**src/rtl/alu_pkg.sv**
```systemverilog
// +----------------------------------------------------------------------+
// | alu_pkg: opcodes, condition-code bit indices and state types for alu_mc |
// | Rev 1.0                                                              |
// +----------------------------------------------------------------------+
`default_nettype none

package alu_pkg;

  localparam logic [3:0] OP_ADD          = 4'h0;
  localparam logic [3:0] OP_SUB          = 4'h1;
  localparam logic [3:0] OP_AND          = 4'h2;
  localparam logic [3:0] OP_OR           = 4'h3;
  localparam logic [3:0] OP_XOR          = 4'h4;
  localparam logic [3:0] OP_NOT          = 4'h5;
  localparam logic [3:0] OP_MULT         = 4'h6;
  localparam logic [3:0] OP_LESS_THAN    = 4'h7;
  localparam logic [3:0] OP_GREATER_THAN = 4'h8;
  localparam logic [3:0] OP_EQUAL        = 4'h9;
  // DIV/REM occupy encodings the combinational ALU left unused
  localparam logic [3:0] OP_DIV          = 4'hA;
  localparam logic [3:0] OP_REM          = 4'hB;

  localparam int CC_DIV0   = 3;
  localparam int CC_BORROW = 2;
  localparam int CC_OVF    = 1;
  localparam int CC_CMP    = 0;

  typedef enum logic [1:0] {
    IDLE = 2'd0,
    BUSY = 2'd1,
    DONE = 2'd2
  } state_e;

  typedef enum logic [1:0] {
    ITER_MUL = 2'd0,
    ITER_DIV = 2'd1,
    ITER_REM = 2'd2
  } iter_mode_e;

endpackage

`default_nettype wire

```
**src/rtl/alu_mc_if.sv**
```systemverilog
// +----------------------------------------------------------------------+
// | alu_mc_if: operand/result handshake bundle for alu_mc                 |
// | Rev 1.0                                                              |
// +----------------------------------------------------------------------+
`default_nettype none

interface alu_mc_if #(
  parameter int WIDTH = 32
) ();
  logic             flush;
  logic             in_valid;
  logic             in_ready;
  logic [WIDTH-1:0] a;
  logic [WIDTH-1:0] b;
  logic [3:0]       alu_op;
  logic             out_valid;
  logic             out_ready;
  logic [WIDTH-1:0] alu_out;
  logic [3:0]       alu_cc;

  modport master (
    output flush, in_valid, a, b, alu_op, out_ready,
    input  in_ready, out_valid, alu_out, alu_cc
  );

  modport slave (
    input  flush, in_valid, a, b, alu_op, out_ready,
    output in_ready, out_valid, alu_out, alu_cc
  );
endinterface

`default_nettype wire

```
**src/rtl/alu_iter.sv**
```systemverilog
// +----------------------------------------------------------------------+
// | alu_iter: shared shift datapath, shift-add multiply and (ALU_DIV_EN)  |
// | restoring unsigned divide, one iteration per clock. Rev 1.0          |
// +----------------------------------------------------------------------+
`default_nettype none

module alu_iter
  import alu_pkg::*;
#(
  parameter int WIDTH = 32
) (
  input  logic             clk,
  input  logic             rst_n,
  input  logic             abort,
  input  logic             start,
`ifdef ALU_DIV_EN
  input  iter_mode_e       mode,
`endif
  input  logic [WIDTH-1:0] a,
  input  logic [WIDTH-1:0] b,
  output logic             done,
  output logic [WIDTH-1:0] result
);

  localparam int CNT_W = $clog2(WIDTH + 1);

  // acc: product or partial remainder; x: multiplier or dividend/quotient; y: multiplicand or divisor
  logic [WIDTH-1:0] acc_q, acc_d;
  logic [WIDTH-1:0] x_q, x_d;
  logic [WIDTH-1:0] y_q, y_d;
  logic [CNT_W-1:0] cnt_q, cnt_d;
  logic [WIDTH-1:0] mul_acc;

`ifdef ALU_DIV_EN
  iter_mode_e       mode_q, mode_d;
  logic [WIDTH:0]   rem_sh;
  logic [WIDTH:0]   rem_diff;
  logic             q_bit;
`endif

  always_comb begin
    mul_acc = x_q[0] ? (acc_q + y_q) : acc_q;
    acc_d   = acc_q;
    x_d     = x_q;
    y_d     = y_q;
    cnt_d   = cnt_q;
    result  = mul_acc;
`ifdef ALU_DIV_EN
    mode_d   = mode_q;
    rem_sh   = {acc_q, x_q[WIDTH-1]};
    rem_diff = rem_sh - {1'b0, y_q};
    q_bit    = ~rem_diff[WIDTH];
    if (mode_q == ITER_DIV) begin
      result = {x_q[WIDTH-2:0], q_bit};
    end else if (mode_q == ITER_REM) begin
      result = q_bit ? rem_diff[WIDTH-1:0] : rem_sh[WIDTH-1:0];
    end
`endif

    if (abort) begin
      cnt_d = '0;
    end else if (start) begin
      acc_d = '0;
      x_d   = a;
      y_d   = b;
      cnt_d = CNT_W'(WIDTH);
`ifdef ALU_DIV_EN
      mode_d = mode;
`endif
    end else if (cnt_q != '0) begin
      cnt_d = cnt_q - CNT_W'(1);
`ifdef ALU_DIV_EN
      if (mode_q != ITER_MUL) begin
        acc_d = q_bit ? rem_diff[WIDTH-1:0] : rem_sh[WIDTH-1:0];
        x_d   = {x_q[WIDTH-2:0], q_bit};
      end else
`endif
      begin
        acc_d = mul_acc;
        x_d   = x_q >> 1;
        y_d   = y_q << 1;
      end
    end

    // result above is the value the final iteration produces, valid when done
    done = (cnt_q == CNT_W'(1));
  end

  always_ff @(posedge clk or negedge rst_n) begin
    if (!rst_n) begin
      acc_q <= '0;
      x_q   <= '0;
      y_q   <= '0;
      cnt_q <= '0;
`ifdef ALU_DIV_EN
      mode_q <= ITER_MUL;
`endif
    end else begin
      acc_q <= acc_d;
      x_q   <= x_d;
      y_q   <= y_d;
      cnt_q <= cnt_d;
`ifdef ALU_DIV_EN
      mode_q <= mode_d;
`endif
    end
  end

endmodule

`default_nettype wire

```
**src/rtl/alu_mc.sv**
```systemverilog
// +----------------------------------------------------------------------+
// | alu_mc: multi-cycle handshaked ALU; ALU_DIV_EN enables DIV/REM.      |
// | Rev 1.0                                                              |
// +----------------------------------------------------------------------+
`default_nettype none

module alu_mc
  import alu_pkg::*;
#(
  parameter int WIDTH = 32
) (
  input  logic     clk,
  input  logic     rst_n,
  alu_mc_if.slave  bus
);

  state_e           state_q, state_d;
  logic [WIDTH-1:0] out_q, out_d;
  logic [3:0]       cc_q, cc_d;

  logic             xfer_in;
  logic             is_iter;
  logic             iter_start;
  logic             iter_done;
  logic [WIDTH-1:0] iter_result;
  logic [WIDTH-1:0] single_out;
  logic [3:0]       single_cc;
  logic [WIDTH-1:0] sum;
  logic [WIDTH-1:0] diff;
  logic             borrow;

`ifdef ALU_DIV_EN
  iter_mode_e       iter_mode;
  logic             b_zero;
`endif

  assign bus.in_ready  = ~bus.flush &
                         ((state_q == IDLE) | ((state_q == DONE) & bus.out_ready));
  assign bus.out_valid = (state_q == DONE);
  assign bus.alu_out   = out_q;
  assign bus.alu_cc    = cc_q;
  assign xfer_in       = bus.in_valid & bus.in_ready;

  always_comb begin
    single_out    = '0;
    single_cc     = '0;
    sum           = bus.a + bus.b;
    {borrow, diff} = {1'b0, bus.a} - {1'b0, bus.b};
    is_iter       = (bus.alu_op == OP_MULT);
`ifdef ALU_DIV_EN
    b_zero    = (bus.b == '0);
    iter_mode = ITER_MUL;
    if (bus.alu_op == OP_DIV) iter_mode = ITER_DIV;
    if (bus.alu_op == OP_REM) iter_mode = ITER_REM;
    // divide by zero bypasses the datapath and completes in one cycle
    if (((bus.alu_op == OP_DIV) || (bus.alu_op == OP_REM)) && !b_zero) is_iter = 1'b1;
`endif

    case (bus.alu_op)
      OP_ADD: begin
        single_out        = sum;
        single_cc[CC_OVF] = (bus.a[WIDTH-1] == bus.b[WIDTH-1]) &&
                            (sum[WIDTH-1] != bus.a[WIDTH-1]);
      end
      OP_SUB: begin
        single_out           = diff;
        single_cc[CC_BORROW] = borrow;
        single_cc[CC_OVF]    = (bus.a[WIDTH-1] != bus.b[WIDTH-1]) &&
                               (diff[WIDTH-1] != bus.a[WIDTH-1]);
      end
      OP_AND:          single_out = bus.a & bus.b;
      OP_OR:           single_out = bus.a | bus.b;
      OP_XOR:          single_out = bus.a ^ bus.b;
      OP_NOT:          single_out = ~bus.a;
      OP_LESS_THAN:    single_cc[CC_CMP] = ($signed(bus.a) < $signed(bus.b));
      OP_GREATER_THAN: single_cc[CC_CMP] = ($signed(bus.a) > $signed(bus.b));
      OP_EQUAL:        single_cc[CC_CMP] = (bus.a == bus.b);
`ifdef ALU_DIV_EN
      OP_DIV: begin
        single_out         = '1;
        single_cc[CC_DIV0] = 1'b1;
      end
      OP_REM: begin
        single_out         = bus.a;
        single_cc[CC_DIV0] = 1'b1;
      end
`endif
      default: ;
    endcase
  end

  always_comb begin
    state_d    = state_q;
    out_d      = out_q;
    cc_d       = cc_q;
    iter_start = 1'b0;

    if (bus.flush) begin
      state_d = IDLE;
    end else begin
      case (state_q)
        IDLE, DONE: begin
          if (xfer_in) begin
            if (is_iter) begin
              iter_start = 1'b1;
              state_d    = BUSY;
            end else begin
              out_d   = single_out;
              cc_d    = single_cc;
              state_d = DONE;
            end
          end else if ((state_q == DONE) && bus.out_ready) begin
            state_d = IDLE;
          end
        end
        BUSY: begin
          if (iter_done) begin
            out_d   = iter_result;
            cc_d    = '0;
            state_d = DONE;
          end
        end
        default: state_d = IDLE;
      endcase
    end
  end

  always_ff @(posedge clk or negedge rst_n) begin
    if (!rst_n) begin
      state_q <= IDLE;
      out_q   <= '0;
      cc_q    <= '0;
    end else begin
      state_q <= state_d;
      out_q   <= out_d;
      cc_q    <= cc_d;
    end
  end

  alu_iter #(
    .WIDTH (WIDTH)
  ) u_iter (
    .clk    (clk),
    .rst_n  (rst_n),
    .abort  (bus.flush),
    .start  (iter_start),
`ifdef ALU_DIV_EN
    .mode   (iter_mode),
`endif
    .a      (bus.a),
    .b      (bus.b),
    .done   (iter_done),
    .result (iter_result)
  );

endmodule

`default_nettype wire

```
**src/flat_wrapper.sv**
```systemverilog
// flat-port wrapper written by rule: the top's interface ports become plain ports
module alu_mc_flat import alu_pkg::*;
#(
  parameter int WIDTH = 32
)
  (clk, rst_n, bus_flush, bus_in_valid, bus_a, bus_b, bus_alu_op, bus_out_ready, bus_in_ready, bus_out_valid, bus_alu_out, bus_alu_cc);
  alu_mc_if #(.WIDTH(WIDTH)) bus_i ();
  input  logic clk;
  input  logic rst_n;
  input wire logic [$bits(bus_i.flush)-1:0] bus_flush;
  input wire logic [$bits(bus_i.in_valid)-1:0] bus_in_valid;
  input wire logic [$bits(bus_i.a)-1:0] bus_a;
  input wire logic [$bits(bus_i.b)-1:0] bus_b;
  input wire logic [$bits(bus_i.alu_op)-1:0] bus_alu_op;
  input wire logic [$bits(bus_i.out_ready)-1:0] bus_out_ready;
  output wire logic [$bits(bus_i.in_ready)-1:0] bus_in_ready;
  output wire logic [$bits(bus_i.out_valid)-1:0] bus_out_valid;
  output wire logic [$bits(bus_i.alu_out)-1:0] bus_alu_out;
  output wire logic [$bits(bus_i.alu_cc)-1:0] bus_alu_cc;
  assign bus_i.flush = bus_flush;
  assign bus_i.in_valid = bus_in_valid;
  assign bus_i.a = bus_a;
  assign bus_i.b = bus_b;
  assign bus_i.alu_op = bus_alu_op;
  assign bus_i.out_ready = bus_out_ready;
  assign bus_in_ready = bus_i.in_ready;
  assign bus_out_valid = bus_i.out_valid;
  assign bus_alu_out = bus_i.alu_out;
  assign bus_alu_cc = bus_i.alu_cc;
  alu_mc #(.WIDTH(WIDTH)) u_core (.clk(clk), .rst_n(rst_n), .bus(bus_i));
endmodule
```
**config.mk**
```make
export PLATFORM = sky130hd
export DESIGN_NAME = alu_mc_flat
export DESIGN_NICKNAME = d
export VERILOG_FILES = /design/src/rtl/alu_pkg.sv /design/src/rtl/alu_mc_if.sv /design/src/rtl/alu_iter.sv /design/src/rtl/alu_mc.sv /design/src/flat_wrapper.sv
export SDC_FILE = /design/constraint.sdc
export NUM_CORES = 1
export LEC_CHECK = 0
export BUFFER_PORTS_ARGS = -buffer_cell sky130_fd_sc_hd__buf_4
export CORE_ASPECT_RATIO = 0.6
export CORE_MARGIN = 5
export CORE_UTILIZATION = 40
export CTS_CLUSTER_DIAMETER = 50
export DETAILED_ROUTE_END_ITERATION = 8
export GPL_TIMING_DRIVEN = 0
export PLACE_DENSITY_LB_ADDON = 0.12
export SETUP_SLACK_MARGIN = 0.05
export SLEW_MARGIN = 20
export SYNTH_ARGS = -nofsm -noshare
export SYNTH_HDL_FRONTEND = slang
export SYNTH_SLANG_ARGS = --single-unit
```
**constraint.sdc**
```tcl
create_clock -name clk -period 3.1 [get_ports clk]
set_input_delay 0.155 -clock clk [delete_from_list [all_inputs] [get_ports clk]]
set_output_delay 0.155 -clock clk [all_outputs]
set_load 0.01 [all_outputs]
```
# Yosys cells after proc, flatten, opt, wreduce, memory -nomap -nowiden
# Index checks and enable logic that the tools add are counted.
[op_classes]
n_addsub = 4
order_cmp = 2
n_eq_ne = 22
n_mux = 32
bitwise_logic = 9
reduce_logical = 13
[op_table]
columns = ["cell", "n"]
rows = [
  ["32-bit two-way mux", 10],
  ["32-bit case mux with 6 select lines", 1],
  ["32-bit adder", 2],
  ["32-bit case mux with 2 select lines", 1],
  ["32-bit by 32-bit subtractor with 33-bit output", 1],
  ["32-bit bitwise AND", 1],
  ["32-bit equality test", 1],
  ["32-bit greater-than comparator", 1],
  ["32-bit less-than comparator", 1],
  ["32-bit NOT", 1],
  ["32-bit bitwise OR", 1],
  ["32-bit bitwise XOR", 1],
  ["6-bit two-way mux", 3],
  ["4-bit by 3-bit equality test with 1-bit output (second input constant)", 4],
  ["4-bit two-way mux", 3],
  ["2-bit two-way mux", 5],
  ["4-bit by 2-bit equality test with 1-bit output (second input constant)", 2],
  ["4-bit equality test (second input constant)", 2],
  ["4-bit case mux with 2 select lines", 1],
  ["6-bit by 1-bit equality test with 1-bit output (second input constant)", 1],
  ["6-bit nonzero test", 1],
  ["6-bit by 1-bit subtractor with 6-bit output (second input constant)", 1],
  ["1-bit two-way mux", 5],
  ["5-bit AND reduction", 1],
  ["22 further kinds", 31],
]
[totals]
regBits = 140
in_bits = 73
out_inout_bits = 38
word_cells = 89

# Depth between registers and ports, before layout
# Gate-level depths: netlist of run 1.
[logic_depth]
depth_word = 10
mapped_depth = 13

# Hierarchy
# From an unflattened synthesis of run 1, not the netlist that was laid out.
[hier_totals]
hier_cells = 1757
hier_area_um2 = 13915.8
[modules_own_cells]
columns = ["module", "n_inst", "cells_each", "area_per_inst_um2"]
rows = [
  ["alu_mc", 1, 1043, 7280.7],
  ["alu_iter", 1, 714, 6635.1],
]

# Worst setup path before layout of run 1
# No wires, ideal clock.
[synth_path]
path_kind = "reg2reg"
from = "register u_core.u_iter.acc_q[0]"
to = "register u_core.out_q[20], in the netlist u_core.bus.alu_out[20]"
setup_time_ps = 126
t_arrival_ps = 2718
required_ps = 2974
path_slack_ps = 256
path_stages_with_launch = 14
n_path_buf = 0
synth_period_minus_slack_ps = 2844
path_cell_list = "dfrtp_1 ha_1 inv_1 fa_1 nand2b_1 a21oi_1 o211ai_1 a21oi_1 o21a_1 o21a_1 nor2_1 xnor2_1 mux2_2 a221o_1"
[synth_between]
elab_chain_len = 4
[synth_lines]
columns = ["element", "line_no", "rtl"]
rows = [
  ["from (decl)", "alu_iter.sv:28", "logic [WIDTH-1:0] acc_q, acc_d;"],
  ["from (signal assigned)", "alu_iter.sv:91", "acc_q <= '0;"],
  ["from (signal assigned)", "alu_iter.sv:99", "acc_q <= acc_d;"],
  ["32-bit adder", "alu_iter.sv:42", "mul_acc = x_q[0] ? (acc_q + y_q) : acc_q;"],
  ["32-bit two-way mux", "alu_iter.sv:42", ""],
  ["32-bit two-way mux", "alu_mc.sv:117", "if (iter_done) begin"],
  ["32-bit case mux with 2 select lines", "alu_mc.sv:101", "case (state_q)"],
  ["to (signal assigned)", "alu_mc.sv:135", "out_q <= out_d;"],
  ["to (decl)", "alu_mc.sv:18", "logic [WIDTH-1:0] out_q, out_d;"],
]
# Every way passes these cells. The select of a mux whose other input is x is not followed.
# A chain may end at the register's enable or synchronous reset.

# Final worst setup path of run 1
[layout_path]
from = "input port bus_alu_op[0]"
to = "register u_core.out_q[11], in the netlist u_core.bus.alu_out[11]"
[layout_between]
elab_chain_len = 5
elab_cells_between_ends = 13
[layout_lines]
columns = ["element", "line_no", "rtl"]
rows = [
  ["from (decl)", "flat_wrapper.sv:14", "input wire logic [$bits(bus_i.alu_op)-1:0] bus_alu_op;"],
  ["4-bit by 3-bit equality test with 1-bit output, or another cell as far along", "alu_mc.sv:59", "case (bus.alu_op)"],
  ["32-bit case mux with 6 select lines", "alu_mc.sv:59", ""],
  ["32-bit two-way mux", "alu_mc.sv:104", "if (is_iter) begin"],
  ["32-bit two-way mux", "alu_mc.sv:103", "if (xfer_in) begin"],
  ["32-bit case mux with 2 select lines", "alu_mc.sv:101", ""],
]
# Parallel ways exist; a longest one is shown, timed or not. The select of a mux whose other input is x is not followed.

==> results of run 1 <==
==> registers in the layout, indices dropped and copies added, names as in the netlist <==
| name | flops |
|---|---|
| u_core.u_iter.cnt_q | 6 |
| u_core.bus.alu_cc | 3 |
| u_core.u_iter.acc_q | 32 |
| u_core.state_q | 2 |
| u_core.u_iter.x_q | 32 |
| u_core.u_iter.y_q | 32 |
| u_core.bus.alu_out | 32 |
==> critical path, delay by kind of cell <==
kind	cells	cell delay [ps]
compound gates	4	1100
buf+inv	3	1840
simple gates	2	370
==> path summary, 6_finish.rpt <==
path | from | cells after the start | end | slack [ps]
worst max-delay path | bus_alu_op[0] | 9 | u_core.bus.alu_out[11]$_DFFE_PN0P_ | -40
worst min-delay path | bus_b[14] | 3 | u_core.u_iter.y_q[14]$_DFFE_PN0P_ | 10
worst max register to register | u_core.state_q[0]$_DFFE_PN0P_ | 6 | u_core.bus.alu_out[5]$_DFFE_PN0P_ | 80
worst min register to register | u_core.bus.alu_out[12]$_DFFE_PN0P_ | 1 | u_core.bus.alu_out[12]$_DFFE_PN0P_ | 500
max in group asynchronous | rst_n | 3 | u_core.bus.alu_cc[0]$_DFFE_PN0P_ | 2040
min in group asynchronous | rst_n | 2 | u_core.u_iter.x_q[10]$_DFFE_PN0P_ | 220
==> repair_timing <==
action,in CTS,in global routing
endpoints found under the setup margin,107,114
resized for setup,33,91
buffers inserted,13,16
pin swaps,16,28
hold buffers,42,0
hold endpoints to repair,93,0
==> cell usage after synthesis (all sizes together) (4+ instances only) <==
master,number
a31oi,84
buf,31
o21ai,94
xnor2,39
nand3,23
o31ai,13
nor2,181
nor3,33
o22ai,8
a311oi,7
o211ai,14
a21boi,4
o21bai,15
dfrtp,139
xor2,10
a21oi,126
nand2,249
nand4,9
a22o,13
and3,8
nor4,12
o221ai,31
clkbuf,72
a211oi,18
o31a,4
o221a,4
a221oi,28
a2111oi,8
nor2b,11
inv,114
or4,4
mux2,8
nand2b,18
a21o,30
o21a,19
or2,5
mux2i,25
or3,5
ha,132
==> per-layer routing <==
| layer | vias up | part of all wire, % |
|---|---|---|
| met5 | - | 0 |
| met4 | 0 | 2.5 |
| met3 | 83 | 11 |
| met2 | 721 | 40 |
| met1 | 7093 | 47 |
| li1 | 6509 | - |
==> cell families after synthesis <==
logic type      after synthesis  synth area share (%)
buf+inv                     218                  6.56
simple gates                573                  19.1
flops                       139                  26.7
other cells                   1                0.0288
mux                          33                  2.61
xor+xnor                     49                  3.29
fa+ha+maj                   135                  13.1
compound gates              553                  28.6
==> power by group <==
group          switching [mW]  internal, mW
combinational            5.41          3.68
clock                   0.979          1.22
sequential              0.607          2.52
==> layout make-up <==
class | count | area, µm²
Fill cell | 3219 | 16200
Multi-Input combinational cell | 1344 | 9170
Sequential cell | 139 | 3480
Timing Repair Buffer | 178 | 1470
Tap cell | 424 | 531
Buffer | 102 | 442
Clock buffer | 18 | 439
Inverter | 115 | 434
Clock inverter | 14 | 161
==> per-stage QoR <==
stage | setup WS (ps) | power (mW) | hold slack (ps) | util [%] | TNS [ps]
finish | -39.1 | 14.4 | 13.0 | 49.9 | -39.1
global route | 34.6 | 15.3 | 14.3 | 49.9 | 0
CTS | 5.44 | 13.6 | 0.602 | 48.5 | 0
detailed placement | -947 | 10.9 | 122 | 44.6 | -54200
global placement | -895 | 10.7 | 450 | 44.5 | -45430
floorplan | 256 | 8.46 | -141 | - | 0
==> flow_summary.yaml, run 1 <==
cells_and_area:
  final-instance-count-excl-fill: 2334
  syn_to_final_growth_pct: 23.7
  final_cell_mix: "nand2_1, nor2_1, buf_4, dfrtp_1, ha_1"
  final_common_cell: "nand2_1"
  design_area_um2: 16100
  drive_above_1_share_pct: 15.4
  n_antenna_cell: 0
  fin_nets: 2105
placement:
  postPlaceCellArea_um2: 14400
  dp.cells: 2232
  routabilityCongestion: 0.957
  io_buffers: 106
  dp_hpwl_mm: 44.7
floorplanning:
  start_util_pct: 40.4
  die_w_um: 243
  fp.coreArea_um2: 32300
  rows: 51
  die_h_um: 150
  die-area_um2: 36400
  io_pins: 111
sta:
  setup_viol: 1
  fmax_mhz: 319
  fin_crit_sh_pct: 101
  rsz0062_at_grt: "no"
  hold_viol: 0
  fin_ws_ps: -39.1
  final.setup_skew_ps: 8.54
  slew_headroom_pct: 22.6
  maxSlewViolCount: 0
  tightest_slew_ps: 1150
  period_minus_slack_ps: 3140
global_routing:
  grtUsageMet2_pct: 43.2
  track_usage_pct: 31.0
  antenna_found_initial: 0
  grtUsageMet3_pct: 8.98
  met1_usage_pct: 46.4
  grt_start_max_net_pins: 88
  top_usage_layer: "met1"
  grt_pass1_vias: 13400
  grt_overflow: 0
  grt_pass1_wl_mm: 85.6
critical_path:
  cpMostUsedCell: "o221ai_1"
  slowest_delay_ps: 800
  path_class: "input port to register"
  start_kind: "input port"
  crit_chain: "clkdlybuf4s15_1 -> inv_1 -> nor2_1 -> nand2_1 -> clkbuf_1 -> o221ai_1 -> a221oi_1 -> o221ai_1 -> o21a_1"
  worstPathRequired_ps: 3450
  slowest_stage: "clkbuf_1"
  path_max_fanout: 10
  endpoint_kind: "register"
  critPathArrivalTime_ps: 3490
synth:
  syn_nets: 1909
  syn_avg_cell_area_um2: 7.66
  yosysTopAreaCellShare_pct: 26.7
  async_flop_share_pct: 100
  synth_area_leaders: "dfrtp_1, ha_1, nand2_1"
  ys_ff_latch: 139
  synthFlopType: "dfrtp_1"
  synthCells: 1701
  synth_edf_count: 0
  synth.distinct_cells: 85
  ys_seq_area_share_pct: 26.7
  yosysWarningCount: 0
  syn_area_um2: 13000
  yosysTopAreaCell: "dfrtp_1"
routing:
  ant_nets: 0
  dr.pass1.iters: 6
  avgRoutedWirePerCell_um: 24.8
  vias: 14400
  drt-initial-drc-count: 1554
  drt_wl_total_mm: 57.9
  avgViaCountPerCell: 6.17
  drc: 0
clock_network:
  cts_buffers: 17
  clockBufferDepth: 2
  cts_tree: "yes"
  cts.sinks: 139
  root_buffer: "clkbuf_16"
  clk_latency_ps: 460
  clkSlewWorstSetupHoldPaths_ps: 70
  htreeDepth: 4
power:
  p_leak_nw: 7.23
  power_density_nw_per_um2: 894
  ir_worst_vdd_v: 0.000490
run_status:
  violations: "setup timing"
  status: "finished, violations left"
run:
  cap_violations: 0
worst_hold_path:
  hp-class: "input port to register"
(Power assumes the default switching activity.)
==> run 2: changes to the inputs <==
--- a/config.mk
+++ b/config.mk
@@ -5,7 +5,11 @@
 export SDC_FILE = /design/constraint.sdc
 export NUM_CORES = 1
 export LEC_CHECK = 0
+export ABC_AREA = 1
 export BUFFER_PORTS_ARGS = -buffer_cell sky130_fd_sc_hd__buf_4
+export CAP_MARGIN = 20
+export CELL_PAD_IN_SITES_DETAIL_PLACEMENT = 0
+export CELL_PAD_IN_SITES_GLOBAL_PLACEMENT = 1
 export CORE_ASPECT_RATIO = 0.6
 export CORE_MARGIN = 5
 export CORE_UTILIZATION = 40
==> run 2 against run 1 <==
Net effect: the flow now finishes without violations; critical path depth is the same; sequential power shrank 6%; routed wire length grew 24%; highest routed layer unchanged; critical path type is now register to register; sequential share of layout area shrank 1.6 points; combinational power shrank 7.5%; largest cell class unchanged; setup slack gained 160 ps; non-clock buffer count shrank 71; final area grew 7.9%.
==> flow_summary.yaml, run 2 <==
power:
  p_seq_share_pct: 21.6
  p_sw_mw: 7.16
  power_mw: 13.7
  p_int_mw: 6.55
  ir_worst_vdd_v: 0.000502
  p_leak_nw: 9.45
  power_density_nw_per_um2: 788
  swShare_pct: 52.2
  clockPowerShare_pct: 17.1
  combinationalPowerShare_pct: 61.4
routing:
  drt-initial-drc-count: 2492
  ant_nets: 0
  avgViaCountPerCell: 5.54
  dr.pass1.iters: 6
  avgRoutedWirePerCell_um: 22.3
  drt_wl_total_mm: 72.1
  wl_met1_mm: 35.5
  top_layer: "met4"
  vias: 17900
  wl_met2_mm: 26.0
  wl_met3_mm: 9.28
  drc: 0
cells_and_area:
  final_common_cell: "nand2_1"
  final_cell_mix: "nand2_1, inv_1, nand3_1"
  drive_above_1_share_pct: 6.87
  syn_to_final_growth_pct: 14.3
  fin_nets: 2916
  n_antenna_cell: 0
  fill_cells: 4125
  final-instance-count-excl-fill: 3234
clock_network:
  clkSlewWorstSetupHoldPaths_ps: 60
  cts.sinks: 139
  cts_setup_buffers: 0
  cts_tree: "yes"
  cts_buffers: 17
  root_buffer: "clkbuf_16"
  htreeDepth: 4
  clk_latency_ps: 440
  clockBufferDepth: 2
critical_path:
  path_buf_inv: 3
  crit_chain: "a211oi_2 -> nand2_2 -> nand2_1 -> nand4_1 -> inv_1 -> buf_2 -> clkbuf_1 -> nand2_1 -> nand2_1"
  crit_family: "buffers and inverters"
  path_class: "register to register"
  path_max_fanout: 10
  endpoint_kind: "register"
  cpMostUsedCell: "nand2_1"
  critPathArrivalTime_ps: 3350
  worstPathRequired_ps: 3480
  slowest_stage: "clkbuf_1"
  start_kind: "register"
  slowest_delay_ps: 590
synth:
  synth_area_leaders: "dfrtp_1, nand2_1, ha_1"
  synthCells: 2578
  ys_seq_area_share_pct: 22.9
  synth_most_common_cell: "nand2_1"
  async_flop_share_pct: 100
  synth_edf_count: 0
  ys_ff_latch: 139
  synth.distinct_cells: 48
  synthFlopType: "dfrtp_1"
  syn_nets: 2786
  yosysWarningCount: 0
  syn_area_um2: 15200
  syn_avg_cell_area_um2: 5.90
  synth.top_cells.by_count: "nand2_1, inv_1, nand3_1"
  yosysTopAreaCell: "dfrtp_1"
  yosysTopAreaCellShare_pct: 22.9
sta:
  slew_headroom_pct: 24.8
  maxSlewViolCount: 0
  final.setup_skew_ps: 9.71
  rsz0062_at_grt: "no"
  period_minus_slack_ps: 2980
  fin_crit_sh_pct: 96.1
  hold_viol: 0
  fmax_mhz: 336
  tightest_slew_ps: 1130
  setup_viol: 0
floorplanning:
  start_util_pct: 40.4
  die_w_um: 262
  die-area_um2: 42200
  io_pins: 111
  die_h_um: 161
  rows: 55
  fp.coreArea_um2: 37600
run:
  cap_violations: 0
global_routing:
  grt_start_max_net_pins: 92
  grt_pass1_wl_mm: 104
  grt_overflow: 0
  antenna_found_initial: 1
  track_usage_pct: 33.2
  grt_pass1_vias: 16000
placement:
  io_buffers: 109
  routabilityCongestion: 1.03
  dp_hpwl_mm: 60.5
  dp.cells: 3201
worst_hold_path:
  hp-class: "input port to register"
run_status:
  status: "finished, final reports clean"
==> run 2: changes by cell type after synthesis, moves of 52 or more <==
| cell | previous run | this run |
|---|---|---|
| nand2_1 | 249 | 869 |
| inv_1 | 114 | 410 |
| nand3_1 | 23 | 231 |
| a31oi_1 | 83 | 29 |
| o21ai_0 | 92 | 144 |
==> run 2: timing repair <==
item,4_1_cts,5_1_grt
gates resized for setup,0,3
endpoints found under the setup margin,0,4
hold buffers,1,0
endpoints found under the hold margin,48,0
==> run 2: final timing paths <==
path / startpoint / end / slack (ps) / depth (start not counted)
max in group asynchronous: rst_n / u_core.u_iter.acc_q[2]$_DFFE_PN0P_ / 2050 / 3
min in group asynchronous: rst_n / u_core.u_iter.acc_q[25]$_DFFE_PN0P_ / 210 / 2
max: u_core.state_q[1]$_DFFE_PN0P_ / u_core.bus.alu_out[0]$_DFFE_PN0P_ / 120 / 9
min reg2reg: u_core.u_iter.x_q[5]$_DFFE_PN0P_ / u_core.u_iter.x_q[5]$_DFFE_PN0P_ / 480 / 2
min: bus_b[2] / u_core.u_iter.y_q[2]$_DFFE_PN0P_ / 20 / 3
max reg2reg: u_core.state_q[1]$_DFFE_PN0P_ / u_core.bus.alu_out[0]$_DFFE_PN0P_ / 120 / 9
==> run 2: worst reg2reg max path, stage by stage (launching register included) <==
cell and delay, ps:
dfrtp_1 430, a211oi_2 430, nand2_2 190, nand2_1 110, nand4_1 310, inv_1 210, buf_2 310, clkbuf_1 600
nand2_1 210, nand2_1 120
==> run 2: per-layer routing <==
layer  up-vias  GRT usage, %
met1      8373          55.1
met3        57          8.30
met4         0          5.99
met5         -             0
met2      1020          42.1
li1       8454             -
==> run 2: kinds of logic (layout without fill, tap and decap cells) <==
| group | after synthesis | in the layout | synth area share, % |
|---|---|---|---|
| other cells | 1 | 1 | 0.0246 |
| xor+xnor | 17 | 17 | 0.978 |
| flops | 139 | 139 | 22.9 |
| compound gates | 399 | 399 | 14.8 |
| fa+ha+maj | 135 | 135 | 11.2 |
| mux | 1 | 1 | 0.0658 |
| simple gates | 1373 | 1373 | 37.0 |
| buf+inv | 513 | 656 | 13.0 |
==> run 2: layout make-up <==
type	count	area (µm²)	share of cell area, %
buffer	98	422	2.42
inverter	415	1560	8.96
sequential	139	3480	20.0
multi-input combinational	1926	9770	56.2
clock inverter	13	214	1.23
timing repair buffer	111	863	4.96
tap	513	642	3.69
clock buffer	19	443	2.55
==> run 2: through the flow <==
stage | cell area (µm²) | setup slack (ps) | TNS [ps] | hold WS [ps] | utilization [%]
CTS | 17400 | 112 | 0 | 8.62 | 46.2
detailed placement | 16700 | -1.56 | -1.56 | 85.9 | 44.4
global route | 17400 | 83.9 | 0 | 26.6 | 46.2
global placement | 16700 | -27.7 | -27.7 | 460 | 44.3
floorplan | 15200 | 877 | 0 | -141 | -
finish | 17400 | 122 | 0 | 15.9 | 46.2
==> run 2: power by group through the flow <==
stage	sequential, mW	clock, mW	combinational (mW)
floorplan	2.82	0	5.45
global placement	2.94	0	7.98
detailed placement	2.96	0	8.03
CTS	2.94	2.34	8.08
global route	3.02	2.42	9.26
finish	2.95	2.34	8.41
